===== src/rtl/sv32_walk_arbiter_pkg.sv =====
// Shared definitions for the Sv32 walker arbiter: FSM states, side
// constants and the two-input round-robin picker.
package sv32_walk_arbiter_pkg;

  typedef enum logic [1:0] {
    ST_IDLE  = 2'd0,
    ST_GNT_I = 2'd1,
    ST_GNT_D = 2'd2,
    ST_DRAIN = 2'd3
  } walk_state_e;

  localparam logic SV32_WALK_SIDE_I = 1'b0;
  localparam logic SV32_WALK_SIDE_D = 1'b1;

  // Returns the winning side; the side not granted last wins a tie, and
  // before any grant the static preference decides.
  function automatic logic pick_side(input logic i_req, input logic d_req,
                                     input logic granted_once,
                                     input logic last_side,
                                     input logic first_side);
    logic side;
    if (i_req && d_req) begin
      side = granted_once ? ~last_side : first_side;
    end else if (d_req) begin
      side = SV32_WALK_SIDE_D;
    end else begin
      side = SV32_WALK_SIDE_I;
    end
    return side;
  endfunction

endpackage


===== src/rtl/sv32_walk_arbiter.sv =====
// Grants the single Sv32 page-table walker to the instruction or data
// translator with round-robin fairness and a lock for the walk duration.
module sv32_walk_arbiter
  import sv32_walk_arbiter_pkg::*;
#(
  parameter logic DATA_FIRST = 1'b1
) (
  input  logic        clk,
  input  logic        reset,
  input  logic        i_walk_valid,
  input  logic [31:0] i_address,
  output logic        i_walk_ready,
  output logic [31:0] i_pte,
  input  logic        d_walk_valid,
  input  logic [31:0] d_address,
  output logic        d_walk_ready,
  output logic [31:0] d_pte,
  output logic        walk_valid,
  output logic [31:0] walk_address,
  input  logic        walk_ready,
  input  logic [31:0] walk_pte,
  input  logic        hold,
  output logic        walker_idle,
  output logic        grant_data
);

  walk_state_e state;
  logic        last_side;
  logic        granted_once;
  logic [31:0] latched_address;
  logic        new_side;

  assign new_side = pick_side(i_walk_valid, d_walk_valid, granted_once,
                              last_side, DATA_FIRST);

  always_ff @(posedge clk) begin
    if (reset) begin
      state           <= ST_IDLE;
      last_side       <= DATA_FIRST;
      granted_once    <= 1'b0;
      latched_address <= 32'd0;
    end else begin
      case (state)
        ST_IDLE: begin
          if (!hold && (i_walk_valid || d_walk_valid)) begin
            state           <= (new_side == SV32_WALK_SIDE_D) ? ST_GNT_D : ST_GNT_I;
            latched_address <= (new_side == SV32_WALK_SIDE_D) ? d_address : i_address;
            last_side       <= new_side;
            granted_once    <= 1'b1;
          end
        end
        ST_GNT_I: begin
          if (walk_ready) begin
            if (!hold && d_walk_valid) begin
              state           <= ST_GNT_D;
              latched_address <= d_address;
              last_side       <= SV32_WALK_SIDE_D;
              granted_once    <= 1'b1;
            end else begin
              state <= ST_IDLE;
            end
          end else if (!i_walk_valid) begin
            state           <= ST_DRAIN;
            latched_address <= i_address;
          end
        end
        ST_GNT_D: begin
          if (walk_ready) begin
            if (!hold && i_walk_valid) begin
              state           <= ST_GNT_I;
              latched_address <= i_address;
              last_side       <= SV32_WALK_SIDE_I;
              granted_once    <= 1'b1;
            end else begin
              state <= ST_IDLE;
            end
          end else if (!d_walk_valid) begin
            state           <= ST_DRAIN;
            latched_address <= d_address;
          end
        end
        ST_DRAIN: begin
          // The walker must finish the orphaned walk before anyone else gets it.
          if (walk_ready) begin
            state <= ST_IDLE;
          end
        end
        default: state <= ST_IDLE;
      endcase
    end
  end

  always_comb begin
    walk_valid   = 1'b0;
    walk_address = 32'd0;
    i_walk_ready = 1'b0;
    i_pte        = 32'd0;
    d_walk_ready = 1'b0;
    d_pte        = 32'd0;
    case (state)
      ST_GNT_I: begin
        walk_valid   = 1'b1;
        walk_address = i_address;
        i_walk_ready = walk_ready;
        i_pte        = walk_pte;
      end
      ST_GNT_D: begin
        walk_valid   = 1'b1;
        walk_address = d_address;
        d_walk_ready = walk_ready;
        d_pte        = walk_pte;
      end
      ST_DRAIN: begin
        walk_valid   = 1'b1;
        walk_address = latched_address;
      end
      default: ;
    endcase
  end

  assign walker_idle = (state == ST_IDLE);
  assign grant_data  = last_side;

endmodule


===== config.mk =====
export PLATFORM = sky130hd
export DESIGN_NAME = sv32_walk_arbiter
export DESIGN_NICKNAME = d
export VERILOG_FILES = /design/src/rtl/sv32_walk_arbiter_pkg.sv /design/src/rtl/sv32_walk_arbiter.sv
export SDC_FILE = /design/constraint.sdc
export NUM_CORES = 1
export LEC_CHECK = 0
export BUFFER_PORTS_ARGS = -buffer_cell sky130_fd_sc_hd__buf_2
export CORE_MARGIN = 2
export CORE_UTILIZATION = 45
export CTS_BUF_LIST = sky130_fd_sc_hd__clkbuf_16
export CTS_CLUSTER_SIZE = 30
export DETAILED_ROUTE_END_ITERATION = 12
export GPL_TIMING_DRIVEN = 1
export HOLD_SLACK_MARGIN = 0.12
export PLACE_DENSITY_LB_ADDON = 0.25
export SLEW_MARGIN = 5
export SYNTH_ARGS = -nofsm -noshare
export SYNTH_HDL_FRONTEND = slang
export SYNTH_SLANG_ARGS = --single-unit
export TNS_END_PERCENT = 20

===== constraint.sdc =====
create_clock -name clk -period 5.7 [get_ports clk]
set_input_delay 0.57 -clock clk [delete_from_list [all_inputs] [get_ports clk]]
set_output_delay 0.57 -clock clk [all_outputs]
set_load 0.01 [all_outputs]

==> summary.md <==
| Metric | Value |
|---|---|
| Result of the run | `completed` |
| Antenna violation net count after detailed routing | `0` |
| Buffers added on ports | `~200` |
| Library cell used as clock root buffer | `clkbuf_16` |
| Width of the chip | `roughly 93 um` |
| Syn-to-layout area delta | `30.9%` |
| Max clock buf depth | `2` |
| Type of the worst setup path | `register to register` |
| Syn_area_per_cell | `a little over 8 um^2` |
| Post-synth ARST share | `0%` |
| Critical path fanouts, max | `35` |
| Vias in the first global route | `roughly 4100` |
| HPWL after detailed placement | `around 8400 um` |
| Routing usage on met2 | `approximately 51%` |
| Most frequent cells in the layout | `buf_2, and2_1, inv_1, nor2_1, dfxtp_1` |
| Routability congestion estimate | `0.840` |
| Required time at the endpoint of the critical path | `5820 ps` |
| TritonCTS clock tree | `built` |
| Clock-pin slew on the worst setup and hold paths | `~60 ps` |
| Overall track demand over capacity in global routing | `28.7%` |
| Max Cap Violations | `0` |
| Hold Fails Final Rpt | `0` |
| Syn Inst Count | `434` |
| Number of instances in the placed design | `~690` |
| Final period demand of the worst path | `just over 3000 ps` |
| Residual DRC count | `0` |
| RSZ-0062 raised after global routing | `false` |
| Static Leak | `around 2.2 nW` |
| Layout Cells excl Fill | `~700` |
| Site row count | `32` |
| Netlist Area Pre-Place | `between 0.003 and 0.004 mm^2` |
| Final setup TNS | `0 ps` |
| Final net count | `around 700` |
| Vertical extent of the die | `92.7 um` |
| Type of the worst min-delay path | `register to register` |
| Quantity of hold-fixing buffers added after cts | `0` |
| Synth Area in XOR/XNOR | `0%` |
| # setup viols final | `0` |
| Top-level I/O count | `203` |
| Predominant post-synthesis flop cell | `dfxtp_1` |
| Met3 track demand over resource in global routing | `about 4.3%` |
| CP top delay family | `buffers and inverters` |
| Number of synthesized register bits | `36` |
| Iteration-0 DRC count of the detailed router | `between 400 and 500` |
| Post-synthesis net count | `roughly 540` |
| Number of buffers added for setup after CTS | `0` |
| Simple-Gate Fraction of Synth Area | `a little under a quarter` |
| Proportion of synthesized area in mux cells | `0.636%` |
| Combinational family with the most area after synthesis | `compound AO/OA/AOI/OAI gates` |
| Drt pass-1 iters | `9` |
| H-tree lvl count | `2` |
| Initial standard-cell utilization of the core | `a little under half` |
| CTS sink count | `36` |
| Count of different cell masters after synthesis | `38` |
| Final worst path period share | `between 50% and 60%` |
| Largest net degree at the start of global routing | `between 70 and 80` |
| Total congestion overflow after global routing | `0` |
| Max rail drop VDD | `165 uV` |
| Launch point of the worst hold path | `latched_address[3]$_SDFFE_PP0P_` |
| Sequential area share after synthesis | `20.3%` |
| Total detailed-routing wirelength | `~13000 um` |
| Number of slew-limit violations in the final report | `0` |
| Layout filler cell count | `748` |
| Global routing usage on met1 | `35.6%` |
| Total Power Consumption | `between 1.5 and 2 mW` |
| Type of destination of the critical path | `register` |
| Worst setup path start | `state[1]$_SDFFE_PP0P_` |
| Number of warnings printed during yosys synthesis | `0` |
| Avg WL per Cell | `about 19 um` |
| Longest individual stage delay on the worst path | `approximately 900 ps` |
| Share of post-route cells with drive strength above 1 | `42.0%` |
| Antenna violations before repair | `0` |
| Antenna cells | `0` |
| CP max stage cell | `clkinv_1` |
| PostCTS Resize Cnt | `0` |
| Number of vias in the routed layout | `4274` |
| Worst EP arrival | `3240 ps` |
| Power density of the placed cells | `between 300 and 400 mW/mm^2` |
| Most frequent standard cell in the layout excluding fill and tap cells | `buf_2` |
| Crit path cell chain | `inv_1, ha_1, buf_4, clkinv_1, and4_1, a311oi_1, o21ai_0` |
| Maximum clock frequency | `approximately 0.32 GHz` |
| Kind of launch point of the worst setup path | `register` |
| Clk_lat worst skew | `280 ps` |
| Pin slew with the least headroom to its limit | `approximately 1200 ps` |
| Clock tree skew after final layout | `around 9.2 ps` |
| Post-synthesis share of cell area spent on full adders, half adders and majority gates | `between 2 and 2.5%` |
| Routed vias/inst | `6.13` |
| Reg2reg start | `state[1]$_SDFFE_PP0P_` |
| Most used routing layer in global routing | `met2` |
| Slew HR | `a little over a fifth` |
| Post-synthesis compound-gate area fraction | `a little over two fifths` |
| Area of the die | `between 0.008 and 0.009 mm^2` |
| Buf/Inv on CP | `3` |
| Number of buffers created by CTS | `5` |
| First-pass GRT wire length | `slightly above 20000 um` |
| Core region area | `0.00769 mm^2` |
| EDFF count, synth | `0` |
cells by family after synthesis:
| family | after synthesis |
|---|---|
| AOI/OAI and AO/OA | 150 |
| adders and majority gates | 7 |
| buffers and inverters | 91 |
| DFF | 36 |
| muxes | 2 |
| and+or+nand+nor | 148 |
cells in the mapped netlist (3+ instances only):
cell	n	area [um^2]
o21ai_0	5	25.0
buf_2	5	25.0
o32ai_2	29	472
nor2_1	36	135
and2_1	68	425
a211oi_1	31	233
a222oi_1	32	320
and3_1	31	194
inv_1	36	135
nor2b_1	3	18.8
clkbuf_1	43	161
dfxtp_1	36	721
a221oi_1	32	280
buf_6	4	45.0
nand2b_1	3	18.8
ha_1	7	87.6
per-layer routing:
layer | up-vias | share of wire (%) | wire (um)
met5 | - | 0 | 0
met4 | 0 | 1.2 | 151
met3 | 13 | 8.5 | 1100
met2 | 218 | 50 | 6490
met1 | 2037 | 40 | 5180
li1 | 2006 | - | -
worst register-to-register path: stages (launching register included):
cell and delay (ps):
dfxtp_1 430, inv_1 120, ha_1 280, buf_4 360, clkinv_1 910, and4_1 570
a311oi_1 180, o21ai_0 120
final timing paths:
check | end | slack [ps] | cells past startpoint
max | latched_address[22]$_SDFFE_PP0P_ | 2580 | 7
min reg2reg | latched_address[3]$_SDFFE_PP0P_ | 470 | 2
max reg2reg | latched_address[22]$_SDFFE_PP0P_ | 2580 | 7
min | latched_address[3]$_SDFFE_PP0P_ | 470 | 2
power by group:
part	internal, mW	switching [mW]
combinational	0.462	0.733
clock	0.159	0.111
sequential	0.316	0.0394
total	0.937	0.884
flip-flops by register name, summed over array words and instances, names as in the netlist:
| name | flops |
|---|---|
| latched_address | 32 |
| granted_once | 1 |
| state | 2 |
| grant_data | 1 |
stage by stage:
stage	setup WS, ps	hold WS, ps	cell area [um^2]	util, %
detailed placement	2640	447	4500	58.5
global route	2360	493	4640	60.3
floorplan	3550	434	3540	-
finish	2580	466	4640	60.3
global placement	2660	445	4500	58.5
CTS	2630	460	4640	60.3
cell type report:
type | count | area, um^2 | share of cell area, %
Sequential cell | 36 | 721 | 15.5
Multi-Input combinational cell | 307 | 2460 | 53.1
Clock buffer | 5 | 125 | 2.70
Timing Repair Buffer | 207 | 1050 | 22.6
Tap cell | 102 | 128 | 2.75
Inverter | 37 | 139 | 3.00
Clock inverter | 3 | 15.0 | 0.324
(Power assumes the default switching activity.)
